## src/rtl/pwm_fade_ctrl.sv

```systemverilog
`default_nettype none
// pwm_fade_ctrl : steps a pwm level toward commanded targets once per PWM period, then holds. rev 1.0
// Optional build macro PWM_FADE_LOOP_EN adds loop_en for continuous start<->target fading.
module pwm_fade_ctrl #(
  parameter int WIDTH  = 8,
  parameter int HOLD_W = 8
) (
  input  logic              clk,
  input  logic              reset,
  input  logic              cmd_valid,
  output logic              cmd_ready,
  input  logic [WIDTH-1:0]  cmd_target,
  input  logic [WIDTH-1:0]  cmd_step,
  input  logic [HOLD_W-1:0] cmd_hold,
  input  logic              abort,
`ifdef PWM_FADE_LOOP_EN
  input  logic              loop_en,
`endif
  output logic [WIDTH-1:0]  level,
  output logic              busy,
  output logic              done,
  output logic              period_tick
);

  typedef enum logic [1:0] {
    IDLE = 2'd0,
    RAMP = 2'd1,
    HOLD = 2'd2
  } state_t;

  state_t            state, state_nxt;
  logic [WIDTH-1:0]  pcnt;
  logic [WIDTH-1:0]  target, target_nxt;
  logic [WIDTH-1:0]  step, step_nxt;
  logic [WIDTH-1:0]  level_nxt, ramp_level;
  logic [WIDTH:0]    sum;
  logic [HOLD_W-1:0] hold, hold_nxt;
  logic [HOLD_W-1:0] hold_cnt, hold_cnt_nxt;
  logic              accept, done_nxt;
`ifdef PWM_FADE_LOOP_EN
  logic [WIDTH-1:0]  start, start_nxt;
`endif

  assign cmd_ready = (state == IDLE);
  assign accept    = cmd_valid & cmd_ready & ~abort;

  // One saturating step toward target; the extra sum bit prevents wrap past all-ones.
  always_comb begin
    sum        = {1'b0, level} + {1'b0, step};
    ramp_level = level;
    if (level < target) begin
      ramp_level = (sum > {1'b0, target}) ? target : sum[WIDTH-1:0];
    end else if (level > target) begin
      ramp_level = ((level - target) <= step) ? target : (level - step);
    end
  end

  always_comb begin
    state_nxt    = state;
    level_nxt    = level;
    target_nxt   = target;
    step_nxt     = step;
    hold_nxt     = hold;
    hold_cnt_nxt = hold_cnt;
    done_nxt     = 1'b0;
`ifdef PWM_FADE_LOOP_EN
    start_nxt    = start;
`endif
    if (abort) begin
      state_nxt = IDLE;
    end else begin
      case (state)
        IDLE: begin
          if (accept) begin
            target_nxt = cmd_target;
            step_nxt   = (cmd_step == '0) ? WIDTH'(1) : cmd_step;
            hold_nxt   = cmd_hold;
            state_nxt  = RAMP;
`ifdef PWM_FADE_LOOP_EN
            start_nxt  = level;
`endif
          end
        end
        RAMP: begin
          if (period_tick) begin
            level_nxt = ramp_level;
            if (ramp_level == target) begin
              state_nxt    = HOLD;
              hold_cnt_nxt = hold;
            end
          end
        end
        HOLD: begin
          if (period_tick) begin
            if (hold_cnt != '0) begin
              hold_cnt_nxt = hold_cnt - HOLD_W'(1);
            end else begin
              done_nxt  = 1'b1;
              state_nxt = IDLE;
`ifdef PWM_FADE_LOOP_EN
              if (loop_en) begin
                state_nxt  = RAMP;
                target_nxt = start;
                start_nxt  = target;
              end
`endif
            end
          end
        end
        default: state_nxt = IDLE;
      endcase
    end
  end

  always_ff @(posedge clk or posedge reset) begin
    if (reset) begin
      pcnt        <= '0;
      period_tick <= 1'b0;
      state       <= IDLE;
      level       <= '0;
      busy        <= 1'b0;
      done        <= 1'b0;
      target      <= '0;
      step        <= '0;
      hold        <= '0;
      hold_cnt    <= '0;
`ifdef PWM_FADE_LOOP_EN
      start       <= '0;
`endif
    end else begin
      pcnt        <= pcnt + WIDTH'(1);
      period_tick <= &pcnt;
      state       <= state_nxt;
      level       <= level_nxt;
      busy        <= (state_nxt != IDLE);
      done        <= done_nxt;
      target      <= target_nxt;
      step        <= step_nxt;
      hold        <= hold_nxt;
      hold_cnt    <= hold_cnt_nxt;
`ifdef PWM_FADE_LOOP_EN
      start       <= start_nxt;
`endif
    end
  end

endmodule
`default_nettype wire

```

## config.mk

```make
export PLATFORM = sky130hd
export DESIGN_NAME = pwm_fade_ctrl
export DESIGN_NICKNAME = d
export VERILOG_FILES = /design/src/rtl/pwm_fade_ctrl.sv
export SDC_FILE = /design/constraint.sdc
export NUM_CORES = 1
export LEC_CHECK = 0
export BUFFER_PORTS_ARGS = -buffer_cell sky130_fd_sc_hd__buf_2
export CELL_PAD_IN_SITES_DETAIL_PLACEMENT = 1
export CELL_PAD_IN_SITES_GLOBAL_PLACEMENT = 1
export CORE_MARGIN = 5
export CORE_UTILIZATION = 24
export DETAILED_ROUTE_END_ITERATION = 10
export GPL_ROUTABILITY_DRIVEN = 0
export PLACE_DENSITY_LB_ADDON = 0.1
export SYNTH_ARGS = -nofsm -noshare
export SYNTH_HDL_FRONTEND = slang
export SYNTH_SLANG_ARGS = --single-unit
export TNS_END_PERCENT = 20
```

## constraint.sdc

```tcl
create_clock -name clk -period 5.13 [get_ports clk]
set_clock_uncertainty 0.15 [all_clocks]
set_input_delay 0.7695 -clock clk [delete_from_list [all_inputs] [get_ports clk]]
set_output_delay 0.7695 -clock clk [all_outputs]
set_load 0.02 [all_outputs]
```

### Word level (Yosys, flattened, before mapping)

Cells that the tools add are included.

| storage, ports and cells | value |
|---|---|
| input bits | 28 |
| output and inout bits | 12 |
| register bits after elaboration | 53 |
| word-level logic and storage cells | 59 |

| cells by class | value |
|---|---|
| order comparisons | 4 |
| bitwise operators | 3 |
| equality and inequality tests | 7 |
| muxes and demuxes | 21 |
| reductions and logical operators | 9 |
| add/subtract/negate cells | 5 |

Operator list:

| cell | number |
|---|---|
| $mux 8 | 9 |
| $pmux 8 s2 | 1 |
| $sub 8x8->8 | 2 |
| $mux 2 | 6 |
| $add 8x8->9 | 1 |
| $gt 9x8->1 | 1 |
| $add 8x1->8 const B | 1 |
| $eq 8x8->1 | 1 |
| $gt 8x8->1 | 1 |
| $le 8x8->1 | 1 |
| $logic_not 8->1 | 1 |
| $lt 8x8->1 | 1 |
| $ne 2x2->1 const B | 4 |
| $reduce_and 8->1 | 1 |
| $reduce_bool 8->1 | 1 |
| $sub 8x1->8 const B | 1 |
| $pmux 2 s3 | 1 |
| $reduce_and 3->1 | 2 |
| $reduce_and 6->1 | 1 |
| $mux 1 | 4 |
| $reduce_bool 2->1 | 2 |
| $and 1x1->1 | 2 |
| $eq 2x1->1 const B | 1 |
| $eq 2x2->1 const B | 1 |
| 2 further kinds | 2 |

### Longest topological paths before layout

Gate-level depths: netlist of the first run.

| depth | value |
|---|---|
| depth after elaboration | 11 |
| mapped depth | 21 |
| mapped depth without buffers | 20 |

### Worst setup path before layout of the first run

Ideal clock, no wire load.

| path | value |
|---|---|
| path type | register to register |
| start point | register level[1] |
| end point | register hold_cnt[5] |
| arrival | 4194 ps |
| clock period less this slack | 4438 ps |
| setup slack | 692 ps |
| cell stages (with the launch flop) | 21 |
| buffers on the path | 1 |
| setup time | 94 ps |
| required time | 4886 ps |
| cells stage by stage | dfrtp_1 ha_1 nor2b_1 o21ai_0 nand2b_1 a21o_1 a21o_1 a21o_1 a21oi_1 xnor2_1 ha_1 nand4_1 nor2_1 a211oi_1 nor2_1 o311ai_0 o311ai_1 and4b_1 buf_6 a21o_4 a221oi_2 |

| on the way | value |
|---|---|
| longest elaborated chain between the ends | 8 |
| elaborated cells on any way between the ends | 14 |
| those cells by class | 3 x add/sub; 4 x order compare; 2 x eq/ne; 4 x mux; 1 x reduce/logical |

Ends and longest elaborated chain:

| element | line | source |
|---|---|---|
| start: declaration | 19 | `output logic [WIDTH-1:0] level,` |
| start signal: assignment | 134 | `level <= level_nxt;` |
| $sub 8x8->8 | 54 | `ramp_level = ((level - target) <= step) ? target : (level - step);` |
| $le 8x8->1 | 54 |  |
| $mux 8 | 54 |  |
| $mux 8 | 53 | `end else if (level > target) begin` |
| $mux 8 (*) | 51 | `if (level < target) begin` |
| $eq 8x8->1 (*) | 87 | `if (ramp_level == target) begin` |
| $ne 2x2->1 (no source line) (*) | -- |  |
| $reduce_and 6->1 (no source line) (*) | -- |  |
| end signal: assignment | 140 | `hold_cnt <= hold_cnt_nxt;` |
| end: declaration | 38 | `logic [HOLD_W-1:0] hold_cnt, hold_cnt_nxt;` |

Mark *: on every way between the ends. The rest lies on a longest branch, timed or not.
A chain may end at the register's enable or synchronous reset.

### Worst setup path after layout of the first run

| path | value |
|---|---|
| start point | register level[3] |
| end point | register hold_cnt[7] |

Same word-level chain as after synthesis.

==> results of run 1 <==
-- timing repair --
action / in CTS / in global routing
gates resized for setup: 0 / 7
setup buffers: 0 / 1
setup endpoints to repair: 0 / 11
hold buffers: 0 / 0
hold endpoints to repair: 0 / 0
-- synth_stat cells (all sizes together) (2+ instances only) --
cell	instances
nand2b	9
and3b	2
dfrtp	53
or3	5
o21ai	38
nor4b	4
o22a	6
o211ai	5
mux2	8
a31o	2
nand3	12
nor2b	5
nor3	14
o21a	3
mux2i	2
nand4	7
ha	41
o22ai	3
o31ai	5
xor2	8
inv	36
clkbuf	15
a22oi	7
and3	6
nand2	41
fa	3
xnor2	24
a211oi	10
a21oi	40
and4	3
o311ai	2
buf	7
nor4	6
a311oi	2
a221oi	7
or2	3
a21o	11
nor2	43
nand3b	2
-- how the worst max path moves through the flow --
stage | start | to | slack (ns) | cells past startpoint
6_report | level[3]$_DFFE_PP0P_ | hold_cnt[7]$_DFFE_PP0P_ | 0.44 | 17
5_1_grt | target[2]$_DFFE_PP0P_ | hold_cnt[2]$_DFFE_PP0P_ | 0.06 | 19
2_1_floorplan | level[1]$_DFFE_PP0P_ | hold_cnt[5]$_DFFE_PP0P_ | 0.69 | 20
3_5_place_dp | target[1]$_DFFE_PP0P_ | hold_cnt[2]$_DFFE_PP0P_ | 0.20 | 20
3_3_place_gp | target[1]$_DFFE_PP0P_ | hold_cnt[3]$_DFFE_PP0P_ | 0.38 | 20
4_1_cts | target[1]$_DFFE_PP0P_ | hold_cnt[2]$_DFFE_PP0P_ | 0.17 | 20
-- cells by family (layout without fill, tap and decap cells) --
family	count (synthesis)	in the layout	share of synthesized area (%)
compound gates	154	154	24.15
xor+xnor	33	33	6.771
fa+ha+maj	44	44	12.81
buf+inv	58	100	5.344
flops	53	53	29.66
mux	10	10	2.462
simple gates	167	167	18.80
-- layer usage --
metal / routed length (um) / up-vias / track usage, %
li1: - / 1966 / -
met1: 7069 / 2004 / 18.93
met2: 7845 / 62 / 26.21
met3: 339 / 20 / 1.459
met4: 327 / 0 / 4.280
met5: 0 / - / 0
-- critical path, delay by kind of cell, from the launching register on --
kind	cells	cell delay (ns)
compound gates	9	2.18
fa+ha+maj	2	0.67
flops	1	0.57
simple gates	3	0.52
buf+inv	2	0.27
xor+xnor	1	0.22
-- flip-flops by register name (all words and copies together) (netlist names) --
register	cells
busy	1
done	1
hold	8
hold_cnt	8
level	8
pcnt	8
period_tick	1
state	2
step	8
target	8
-- stage by stage --
| step | cells | area, um^2 |
|---|---|---|
| floorplan | 519 | 4472 |
| global placement | 786 | 4982 |
| detailed placement | 786 | 4982 |
| CTS | 794 | 5150 |
| global route | 795 | 5169 |
| finish | 795 | 5169 |
-- final cells by class --
type	count	area (um^2)	share of cell area (%)
timing repair buffer	56	322.8	6.245
clock inverter	2	38.79	0.7504
tap	234	292.8	5.664
sequential	53	1329	25.71
inverter	36	135.1	2.614
multi-input combinational	408	2922	56.52
clock buffer	6	128.9	2.493
-- cells in the final DEF, fill, tap and decap left out, drive strengths merged, types with 9 or more instances in the layout --
cell type / n
nor2: 43
xnor2: 24
a211oi: 10
nor3: 14
ha: 41
dfrtp: 53
nand2b: 9
nand3: 12
buf: 56
o21ai: 38
nand2: 41
inv: 36
a21o: 11
a21oi: 40
-- where the power goes --
part	total, uW	internal, uW	switching, uW	leakage (uW)
sequential	493	452	41.2	0.000643
combinational	688	281	407	0.00166
clock	398	232	166	0.0000810
==> results.toml, run 1 <==
[outcome]
status = "finished, final reports clean"

[cells_and_area]
n_antenna_cell = 0
drive_gt1_share_pct = 17.11
nNetsFinal = 632
fillCellCount = 2206
utilization_pct = 27.91
areaGrowthSynthToFinish_pct = 15.58

[setup_path]
r2r-start = "level[3]$_DFFE_PP0P_"
regToRegSetupSlack_ns = 0.44
endpoint_kind = "flip-flop"
critical_path_class = "flip-flop to flip-flop"
slowest_stage = "dfrtp_1"
crit_arrival_ns = 4.72
reg2reg_to = "hold_cnt[7]$_DFFE_PP0P_"
startpoint_type = "flip-flop"
r2r_cells = 17
path_max_fanout = 6
crit_required_ns = 5.16
max_stage_delay_ns = 0.57
cp_cell_sequence = "ha_1 -> inv_1 -> a221oi_2 -> nor2_1 -> o21ai_0 -> xnor2_1 -> ha_1 -> a21o_1 -> a21oi_1 -> nand2b_1 -> a311oi_4 -> a21boi_2 -> o311ai_1 -> and4b_2 -> buf_4 -> a21oi_1 -> o22ai_1"

[pwr]
p_leak_uw = 0.002383
power_uw = 1579
peakVddDrop_uv = 138.5
power.density_mw_per_mm2 = 305.4

[hold_path]
min_to = "pcnt[7]$_DFF_PP0_"
hold_path.startpoint = "pcnt[7]$_DFF_PP0_"
hp-class = "flip-flop to flip-flop"
hold_depth = 1

[floorplan]
coreArea_mm2 = 0.01852
start_util_pct = 24.15
fp.dieArea_mm2 = 0.02146
fp-row-count = 50
io_pins = 40
fp.dieH_um = 146.5
dieWidth_um = 146.5

[synth]
ys_ff_latch = 53
syn_avg_cell_area_um2 = 8.616
synth_top_area_share_pct = 29.66
synth-async-reset-ratio_pct = 100.0
synthTopCellsByArea = "dfrtp_1 30%, ha_1 11%, xnor2_1 4.7%, a21oi_1 4.4%, o21ai_0 4.1%"
synthCells = 519
ys_seq_area_share_pct = 29.66
syn-num-nets = 591
synth-edff-count = 0
ys_types = 66
yosys_warnings = 0
syn_area_mm2 = 0.004472
synth.largest_area_cell = "dfrtp_1"
synth_ff_type = "dfrtp_1"

[drt]
ant_nets = 0
via_count = 4052
wl_um = 15580
drc = 0
drtIter0Drc = 142
wire_per_inst_um = 19.60
viasPerCell = 5.097
first_pass_iters = 4

[timing]
rsz0062_at_grt = "no"
whs_ns = 0.3269
hold_viol = 0
period_share_pct = 91.46
tns_ns = 0
worst_slack_ns = 0.4383
setup-violations-final = 0
fin_crit_ns = 4.692
tightest_slew_ns = 0.9527
drv_slew = 0
clock.fmax_mhz = 213.1
max_slew_margin_pct = 36.48

[grt]
track_usage_pct = 14.74
gr-total-overflow = 0
grt_max_degree = 54
antenna_found_initial = 0
grt_pass1_vias = 4406
grt_pass1_wl_um = 25060

[clocking]
clock_path_buffers = 2
root_buffer = "clkbuf_16"
cts_tree = "built"
cts.htree.levels = 2
worstSkewPairLatency_ns = 0.30
cts.sinks = 53
clkTransAtPathRegs_ns = 0.08
numCtsBuffers = 5

[placement]
detailed_place_hpwl_um = 12440
io_buffers = 39
dp_slack_ns = 0.1994

[run]
drv_cap = 0
Note: power is estimated with default switching activity, not from simulation.
==> run 2, diff against run 1 <==
--- a/config.mk
+++ b/config.mk
@@ -9,10 +9,11 @@
 export CELL_PAD_IN_SITES_DETAIL_PLACEMENT = 1
 export CELL_PAD_IN_SITES_GLOBAL_PLACEMENT = 1
 export CORE_MARGIN = 5
-export CORE_UTILIZATION = 24
+export CORE_UTILIZATION = 30
 export DETAILED_ROUTE_END_ITERATION = 10
 export GPL_ROUTABILITY_DRIVEN = 0
 export PLACE_DENSITY_LB_ADDON = 0.1
+export SETUP_SLACK_MARGIN = 0.5
 export SYNTH_ARGS = -nofsm -noshare
 export SYNTH_HDL_FRONTEND = slang
 export SYNTH_SLANG_ARGS = --single-unit
==> run 2 against run 1 <==
Net effect: clock power about the same; setup slack better by 0.24 ns; sequential share of layout area down 0.33 points; sequential power about the same; global-route usage up 2.6 points; first-iteration DRC count up 32%; clock-buffer cell count down 1; die area down 19%; final cell count down 5.8%; non-clock buffer count up 4; worst hold slack worse by 0.010 ns; sequential cell count unchanged; critical path type unchanged; critical endpoint is now busy$_DFF_PP0_.
==> results.toml, run 2 (same netlist as run 1, synthesis figures left out) <==
[timing]
period_share_pct = 86.71
tns_ns = 0
fin_crit_ns = 4.448
max_slew_margin_pct = 29.25
hold_viol = 0
clock.fmax_mhz = 224.8
tightest_slew_ns = 1.061
worst_slack_ns = 0.6816
drv_slew = 0
setup-violations-final = 0
rsz0062_at_grt = "no"

[clocking]
root_buffer = "clkbuf_16"
clock_path_buffers = 2
cts.htree.levels = 2
numCtsBuffers = 5
cts_tree = "built"
worstSkewPairLatency_ns = 0.30
cts.sinks = 53
clkTransAtPathRegs_ns = 0.07

[setup_path]
startpoint_type = "flip-flop"
crit_arrival_ns = 4.48
endpoint_kind = "flip-flop"
crit_required_ns = 5.17
r2r_cells = 20
path_buf_inv = 1
slowest_stage = "dfrtp_2"
critical_path.most_common_cell = "a21o_1"
regToRegSetupSlack_ns = 0.68
path_depth = 20
path_max_fanout = 7
cp_top_family = "compound AO/OA/AOI/OAI gates"
critical_path_class = "flip-flop to flip-flop"
cp-endpoint = "busy$_DFF_PP0_"
reg2reg_to = "busy$_DFF_PP0_"
r2r-start = "target[1]$_DFFE_PP0P_"
cp_cell_sequence = "inv_4 -> ha_1 -> nor2b_1 -> o21ai_1 -> nand2b_1 -> a21o_1 -> a21o_1 -> a21o_1 -> a21oi_2 -> xnor2_1 -> ha_1 -> nand4_1 -> nor2_4 -> nor2_2 -> or2_4 -> a41o_1 -> a211oi_2 -> and4b_2 -> a31oi_2 -> a211o_1"
crit_start = "target[1]$_DFFE_PP0P_"
max_stage_delay_ns = 0.43

[cells_and_area]
fillCellCount = 1705
nNetsFinal = 636
areaGrowthSynthToFinish_pct = 17.40
n_antenna_cell = 0
drive_gt1_share_pct = 20.88
final-seq-area_mm2 = 0.001333
final_cell_mix = "48 x dfrtp_1, 41 x nand2_1, 41 x nor2_1"
multi_input_area_mm2 = 0.003025
mostFrequentLayoutCell = "dfrtp_1"

[grt]
track_usage_pct = 17.35
antenna_found_initial = 0
grt_pass1_wl_um = 24570
grt_pass1_vias = 4477
grt_max_degree = 54
gr-total-overflow = 0

[drt]
wl_um = 14990
via_count = 4067
wire_per_inst_um = 20.01
viasPerCell = 5.430
drc = 0
drtIter0Drc = 188
ant_nets = 0
first_pass_iters = 4

[pwr]
p_sw_uw = 627.5
pwr-share-seq_pct = 30.6
pwr-share-clk_pct = 24.8
p_leak_uw = 0.002427
sw_frac_of_total_pct = 39.13
power.density_mw_per_mm2 = 305.4
p_int_uw = 976.1
peakVddDrop_uv = 174.9
pwr-share-comb_pct = 44.6

[run]
drv_cap = 0

[outcome]
status = "finished, final reports clean"

[floorplan]
coreArea_mm2 = 0.01459
fp.dieH_um = 132.1
fp-row-count = 44
start_util_pct = 30.65
dieWidth_um = 132.1
fp.dieArea_mm2 = 0.01745
io_pins = 40

[placement]
io_buffers = 39
dp_slack_ns = 0.2470
detailed_place_hpwl_um = 11690

[hold_path]
hp-class = "flip-flop to flip-flop"
-- run 2: changes by cell type in the layout (fill, tap and decap cells not counted), sizes merged --
cell / change
buf: +4
clkbuf: -1
clkinvlp: +1
-- run 2: worst min-delay path by stage --
| stage | start | endpoint | depth (start not counted) |
|---|---|---|---|
| 2_1_floorplan | pcnt[0]$_DFF_PP0_ | pcnt[0]$_DFF_PP0_ | 1 |
| 3_3_place_gp | pcnt[7]$_DFF_PP0_ | pcnt[7]$_DFF_PP0_ | 1 |
| 3_5_place_dp | pcnt[7]$_DFF_PP0_ | pcnt[7]$_DFF_PP0_ | 1 |
| 4_1_cts | pcnt[7]$_DFF_PP0_ | pcnt[7]$_DFF_PP0_ | 1 |
| 5_1_grt | pcnt[7]$_DFF_PP0_ | pcnt[7]$_DFF_PP0_ | 1 |
| 6_report | pcnt[0]$_DFF_PP0_ | pcnt[0]$_DFF_PP0_ | 1 |
-- run 2: metal layers --
metal / up-vias / GRT usage (%) / wire [um]
li1: 1974 / - / -
met1: 2021 / 22.43 / 6844
met2: 53 / 30.04 / 7459
met3: 19 / 2.023 / 279
met4: 0 / 5.771 / 405
met5: - / 0 / 0
-- run 2: power by group through the flow --
stage	Clock (uW)	Combinational, uW	Sequential, uW
3_5_place_dp	0	665	501
6_report	398	715	491
5_1_grt	422	788	496
3_3_place_gp	0	662	498
4_1_cts	409	692	491
2_1_floorplan	0	480	485
-- run 2: per-stage QoR --
stage	instances	area [um^2]	total power, uW	util, %	hold slack [ns]
floorplan	519	4472	964.8	-	0.2866
global placement	733	4897	1159	33.57	0.3050
detailed placement	733	4897	1166	33.57	0.3057
CTS	745	5145	1592	35.27	0.3205
global route	749	5250	1707	35.99	0.3412
finish	749	5250	1604	35.99	0.3165
-- run 2: what timing repair did --
action / CTS / global route
endpoints found under the setup margin: 11 / 11
buffers inserted: 4 / 4
pin swaps: 3 / 13
resized for setup: 14 / 19
hold buffers: 0 / 0
-- run 2: layout make-up --
type	count	share of cell area [%]
timing repair buffer	60	6.721
clock buffer	5	2.383
sequential	53	25.38
multi-input combinational	408	57.63
tap	184	4.385
clock inverter	3	0.8818
inverter	36	2.622
